### config.mk
export PLATFORM = sky130hd
export DESIGN_NAME = ask4_symbol_source
export DESIGN_NICKNAME = d
export VERILOG_FILES = /design/src/rtl/ask4_pkg.sv /design/src/rtl/prbs15_gen.sv /design/src/rtl/ask4_symbol_source.sv
export SDC_FILE = /design/constraint.sdc
export NUM_CORES = 1
export LEC_CHECK = 0
export ABC_AREA = 1
export CELL_PAD_IN_SITES_DETAIL_PLACEMENT = 0
export CELL_PAD_IN_SITES_GLOBAL_PLACEMENT = 1
export CORE_MARGIN = 8
export CORE_UTILIZATION = 38
export CTS_CLUSTER_SIZE = 12
export DETAILED_ROUTE_END_ITERATION = 16
export PLACE_DENSITY = 0.86
export RECOVER_POWER = 100
export SLEW_MARGIN = 10
export SYNTH_ARGS = -nofsm -noshare
export SYNTH_HDL_FRONTEND = slang
export SYNTH_SLANG_ARGS = --single-unit
### constraint.sdc
create_clock -name sys_clk -period 1.9 [get_ports sys_clk]
set_clock_uncertainty 0.2 [all_clocks]
set_input_delay 0.38 -clock sys_clk [delete_from_list [all_inputs] [get_ports sys_clk]]
set_output_delay 0.38 -clock sys_clk [all_outputs]
set_load 0.05 [all_outputs]
### src/rtl/ask4_pkg.sv
// Shared types, Gray-coded 4-ASK level constants and the symbol-to-level mapper
// for the ask4_symbol_source stimulus block.
package ask4_pkg;

    typedef enum logic [1:0] {
        OFF     = 2'b00,
        IMPULSE = 2'b01,
        PRBS    = 2'b10,
        CONST   = 2'b11
    } mode_t;

    typedef enum logic [1:0] {
        ALIGN = 2'b00,
        RUN   = 2'b01,
        DONE  = 2'b10
    } state_t;

    localparam int LEVEL_W = 18;

    // 1s17 levels: 0.75 and 0.25 of full scale, both signs.
    localparam logic signed [LEVEL_W-1:0] LVL_N3 = -18'sd98303;
    localparam logic signed [LEVEL_W-1:0] LVL_N1 = -18'sd32768;
    localparam logic signed [LEVEL_W-1:0] LVL_P1 =  18'sd32768;
    localparam logic signed [LEVEL_W-1:0] LVL_P3 =  18'sd98303;

    localparam logic [1:0] CONST_SYM = 2'b10;

    function automatic logic signed [LEVEL_W-1:0] gray_to_level(input logic [1:0] sym);
        logic signed [LEVEL_W-1:0] level;
        case (sym)
            2'b00:   level = LVL_N3;
            2'b01:   level = LVL_N1;
            2'b11:   level = LVL_P1;
            default: level = LVL_P3;
        endcase
        return level;
    endfunction

endpackage

### src/rtl/prbs15_gen.sv
// PRBS15 (x^15 + x^14 + 1, Fibonacci) producing two bits per advance, with
// seed reload on request and automatic recovery from the all-zero lock state.
module prbs15_gen #(
    parameter logic [14:0] SEED = 15'h7FFF
) (
    input  logic       clk_i,
    input  logic       rst_i,
    input  logic       load_i,
    input  logic       adv_i,
    output logic [1:0] bits_o
);

    if (SEED == 15'd0) begin : g_bad_seed
        $error("prbs15_gen: SEED must be nonzero");
    end

    logic [14:0] lfsr_q;
    logic [14:0] lfsr_d;
    logic [14:0] base;
    logic [14:0] step1;
    logic        bit1;
    logic        bit2;

    // A load coinciding with an advance starts from the seed, and a locked
    // register is treated as the seed so the stream can never stick at zero.
    always_comb begin
        base   = (load_i || lfsr_q == 15'd0) ? SEED : lfsr_q;
        bit1   = base[14] ^ base[13];
        step1  = {base[13:0], bit1};
        bit2   = step1[14] ^ step1[13];
        lfsr_d = lfsr_q;
        if (adv_i) begin
            lfsr_d = {step1[13:0], bit2};
        end else if (load_i) begin
            lfsr_d = SEED;
        end
    end

    always_ff @(posedge clk_i or posedge rst_i) begin
        if (rst_i) begin
            lfsr_q <= SEED;
        end else begin
            lfsr_q <= lfsr_d;
        end
    end

    assign bits_o = {bit1, bit2};

endmodule

### src/rtl/ask4_symbol_source.sv
// 4-ASK symbol source: PRBS / constant / impulse symbols, Gray-mapped to 1s17
// levels and upsampled by SPS at the sample strobe, feeding the shaping filter.
module ask4_symbol_source
    import ask4_pkg::*;
#(
    parameter int                       WIDTH      = 18,
    parameter int                       SPS        = 4,
    parameter logic [14:0]              LFSR_SEED  = 15'h7FFF,
    parameter logic signed [WIDTH-1:0]  IMP_AMP    = 18'sd98303,
    parameter bit                       ZERO_STUFF = 1'b1
) (
    input  logic                     sys_clk,
    input  logic                     reset,
    input  logic                     sam_clk_en,
    input  logic                     sym_clk_en,
    input  logic [1:0]               mode,
    output logic signed [WIDTH-1:0]  x_out,
    output logic [1:0]               sym_out,
    output logic                     sym_valid,
    output logic [$clog2(SPS)-1:0]   phase
);

    localparam int PW = $clog2(SPS);

    if (WIDTH < 18) begin : g_bad_width
        $error("ask4_symbol_source: WIDTH below 18 is unsupported");
    end
    if (SPS < 2) begin : g_bad_sps
        $error("ask4_symbol_source: SPS must be at least 2");
    end

    mode_t                    modeIn;
    mode_t                    curMode_q;
    state_t                   state_q;
    logic [PW-1:0]            phase_q;
    logic signed [WIDTH-1:0]  x_q;
    logic [1:0]               sym_q;
    logic                     valid_q;

    logic                     modeChange;
    logic                     launch;
    logic                     prbsLoad;
    logic                     prbsAdv;
    logic [1:0]               prbsBits;
    logic [1:0]               launchSym;

    // A mode change is only acted on at a sample strobe; while aligning the new
    // mode is simply adopted, so a coincident symbol strobe still launches.
    always_comb begin
        modeIn     = mode_t'(mode);
        modeChange = (modeIn != curMode_q);
        launch     = sam_clk_en && sym_clk_en && (modeIn != OFF) &&
                     ((state_q == ALIGN) || (state_q == RUN && !modeChange));
        prbsLoad   = sam_clk_en && modeChange && (modeIn == PRBS);
        prbsAdv    = launch && (modeIn == PRBS);
        launchSym  = (modeIn == PRBS) ? prbsBits : CONST_SYM;
    end

    prbs15_gen #(
        .SEED (LFSR_SEED)
    ) u_prbs (
        .clk_i  (sys_clk),
        .rst_i  (reset),
        .load_i (prbsLoad),
        .adv_i  (prbsAdv),
        .bits_o (prbsBits)
    );

    // FSM, phase counter and output registers; sym_valid is the only state
    // that moves outside the sample strobe, so it drops after one clock.
    always_ff @(posedge sys_clk or posedge reset) begin
        if (reset) begin
            state_q   <= ALIGN;
            curMode_q <= OFF;
            phase_q   <= '0;
            x_q       <= '0;
            sym_q     <= 2'b00;
            valid_q   <= 1'b0;
        end else begin
            valid_q <= launch;
            if (sam_clk_en) begin
                curMode_q <= modeIn;
                if (sym_clk_en || modeChange) begin
                    phase_q <= '0;
                end else if (phase_q != PW'(SPS - 1)) begin
                    phase_q <= phase_q + 1'b1;
                end
                if (launch) begin
                    if (modeIn == IMPULSE) begin
                        state_q <= DONE;
                        x_q     <= IMP_AMP;
                    end else begin
                        state_q <= RUN;
                        sym_q   <= launchSym;
                        x_q     <= WIDTH'(gray_to_level(launchSym));
                    end
                end else if (modeChange || state_q != RUN) begin
                    state_q <= (state_q == DONE && !modeChange) ? DONE : ALIGN;
                    x_q     <= '0;
                end else begin
                    x_q <= ZERO_STUFF ? '0 : WIDTH'(gray_to_level(sym_q));
                end
            end
        end
    end

    assign x_out     = x_q;
    assign sym_out   = sym_q;
    assign sym_valid = valid_q;
    assign phase     = phase_q;

endmodule

==> impl_metrics.ini <==
[die]
die-width_um = 82.7
die-area_sq_um = 6830
fp.coreArea_sq_um = 4320
rows = 24
pin_count = 29
die_h_um = 82.7
start_util_pct = 39.1

[clock_network]
cts_root_buf = clkbuf_8
htree_num_levels = 2
clk_pin_slew_worst_paths_ps = 60
clockBufferDepth = 2
clk_latency_ps = 280
cts_hold_buf = 0
cts_buffers = 5
clock_sinks = 29
tritoncts = built

[global_route]
antenna_found_initial = 0
busiest_layer = met2
use_met3_pct = 2.49
grt_util_met1_pct = 14.4
grt-ovfl-total = 0
grt_usage_pct = 11.3
grt_use_met2_pct = 17.7
first_global_vias = 1380
grt_first_pass_wirelength_um = 6020
grt_max_degree = 30

[timing]
period_needed_ps = 1740
worst_slack_ps = 159
drv_slew = 0
final-hold-violation-count = 0
rsz0062_at_grt = no
max_freq_mhz = 574
setup_violations = 0
worst_slew_pin_slew_ps = 715
min_period_over_period_pct = 91.6
slew_headroom_pct = 52.3

[logic_synthesis]
yosysTopAreaCell = dfstp_2
yosys_warnings = 0
synth_adder_area_share_pct = 1.48
yosysSeqAreaShare_pct = 44.1
syn_area_per_cell_sq_um = 7.68
synth_top_area_share_pct = 23.3
synth_nets = 228
synth_xor_area_share_pct = 1.04
yosys.area_share.simple_pct = 31.0
synth-seq-cells = 29
synth_top_family_by_area = simple AND/OR/NAND/NOR gates
synth_cells = 220
yosys-top-cells-area = dfstp_2 23%, dfrtp_1 21%, nand2_1 13%
synth-compound-area-share_pct = 4.15
synth_cell_types = 23
synthMuxAreaShare_pct = 0
netlist_area_sq_um = 1690

[routing]
routed_wl_um = 3420
wl_per_cell_um = 11.0
dr.pass1.iters = 4
vias = 1347
drcViolationCount = 0
initialDrtViolationCount = 66
viasPerCell = 4.35
final_antenna_net_count = 0

[final_layout]
nFillCells = 462
nets = 265
diodes = 0
drive_gt1_share_pct = 27.9
area_growth_pct = 21.9

[setup_path]
cp.arrival_ps = 1160
slowest_delay_ps = 360
critPathRequiredTime_ps = 1320
path_delay_family = buffers and inverters
cp_num_buf_inv = 2
endpoint_kind = primary output
cp_slowest_cell = dfrtp_1
crit_path_start_kind = flip-flop
path_cells = clkbuf_4 > clkbuf_2
crit_type = flip-flop to primary output
critPathMaxFanout = 10

[flow_run]
maxCapViolCount = 0

[power]
peakVddDrop_uv = 532
p_leak_nw = 1.14
power.total_mw = 2.44
p_per_area_nw_per_um2 = 1180

[placed_design]
hpwl_um = 2550
pre_cts_slack_ps = -275
place.gp.congestion = 0.755
numPortBuffers = 28

[worst_hold_path]
hp-class = primary input to flip-flop

[run_status]
status = complete, no violations
## kinds of logic (layout without fill, tap and decap cells)
| group | count (synthesis) | count (layout) |
|---|---|---|
| fa+ha+maj | 2 | 2 |
| buf+inv | 58 | 96 |
| compound gates | 12 | 12 |
| flops | 29 | 29 |
| simple gates | 117 | 117 |
| xor+xnor | 2 | 2 |
## state kept, by name, indices dropped and copies added (netlist names)
register	flops
state_q	2
sym_out	2
u_prbs.lfsr_q	15
curMode_q	2
x_out	5
phase	2
sym_valid	1
## cells in the final DEF (no fill, tap or decap), types with 2 or more instances in the layout
cell type / instances
nand2_1: 60
inv_1: 37
nor2_1: 24
nand3_1: 17
buf_4: 15
dfstp_2: 15
dfrtp_1: 14
clkbuf_1: 11
clkbuf_2: 9
nand2_2: 8
clkbuf_8: 7
o21ai_0: 6
clkbuf_4: 5
buf_12: 4
nand4_1: 3
inv_2: 2
o21ai_1: 2
xor2_1: 2
o21ai_2: 2
nand3b_1: 2
ha_1: 2
dlymetal6s2s_1: 2
dlygate4sd3_1: 2
## layer usage
layer,up-vias,part of all wire [%]
met3,5,4.2
li1,721,-
met4,0,1.8
met5,-,0
met2,19,45
met1,602,49
## worst paths after layout
kind | from | to | slack (ps) | cells past startpoint
worst min register to register | sym_out[0]$_DFFE_PP0P_ | sym_out[0]$_DFFE_PP0P_ | 290 | 2
max in group asynchronous | reset | x_out[17]$_DFFE_PP0P_ | 500 | 3
min in group asynchronous | reset | curMode_q[0]$_DFFE_PP0P_ | 550 | 3
worst min-delay path | mode[0] | curMode_q[0]$_DFFE_PP0P_ | 230 | 3
worst max-delay path | x_out[14]$_DFFE_PP0P_ | x_out[3] | 160 | 2
worst max register to register | u_prbs.lfsr_q[13]$_DFFE_PP1P_ | x_out[16]$_DFFE_PP0P_ | 190 | 7
## layout make-up
type | count | area [sq um] | area share, %
Sequential cell | 29 | 744 | 36.1
Multi-Input combinational cell | 133 | 636 | 30.9
Timing Repair Buffer | 49 | 367 | 17.8
Inverter | 39 | 146 | 7.11
Clock buffer | 7 | 96.3 | 4.68
Tap cell | 52 | 65.1 | 3.16
Clock inverter | 1 | 5.00 | 0.243
## power breakdown
| group | internal, mW | total [mW] | switching (mW) |
|---|---|---|---|
| Combinational | 0.324 | 0.917 | 0.593 |
| Sequential | 0.849 | 0.970 | 0.121 |
| Clock | 0.327 | 0.552 | 0.225 |
| Total | 1.50 | 2.44 | 0.939 |
## stage by stage
| step | instance area (sq um) | hold slack, ps | TNS (ps) | cells | util, % |
|---|---|---|---|---|---|
| after CTS | 2250 | 250 | 0 | 309 | 52.1 |
| after floorplan | 1690 | 247 | 0 | 220 | - |
| after global placement | 2150 | 272 | -4080 | 301 | 49.8 |
| final | 2060 | 230 | 0 | 310 | 47.6 |
| after detailed placement | 2150 | 277 | -4800 | 301 | 49.8 |
| after global routing | 2060 | 280 | 0 | 310 | 47.6 |
## Yosys cell counts, drive strengths merged
| master | instances |
|---|---|
| inv | 39 |
| buf | 19 |
| nand2 | 69 |
| nand3b | 2 |
| a21oi | 1 |
| o211ai | 1 |
| nor2 | 24 |
| nand4 | 3 |
| dfrtp | 14 |
| nand3 | 19 |
| ha | 2 |
| o21ai | 10 |
| xor2 | 2 |
| dfstp | 15 |
## worst register-to-register path: stages, from the launching register on
cell	delay [ps]
dfstp_2	580
nor2_1	50
nand2_1	60
nor2_1	40
nand2_2	90
nand4_1	130
ha_1	310
o211ai_1	170
## timing repair
item                       in CTS  in global routing
setup endpoints to repair       0                 20
setup buffers                   0                  1
resized for setup               0                  6
Power figures use the tool's default switching activity.
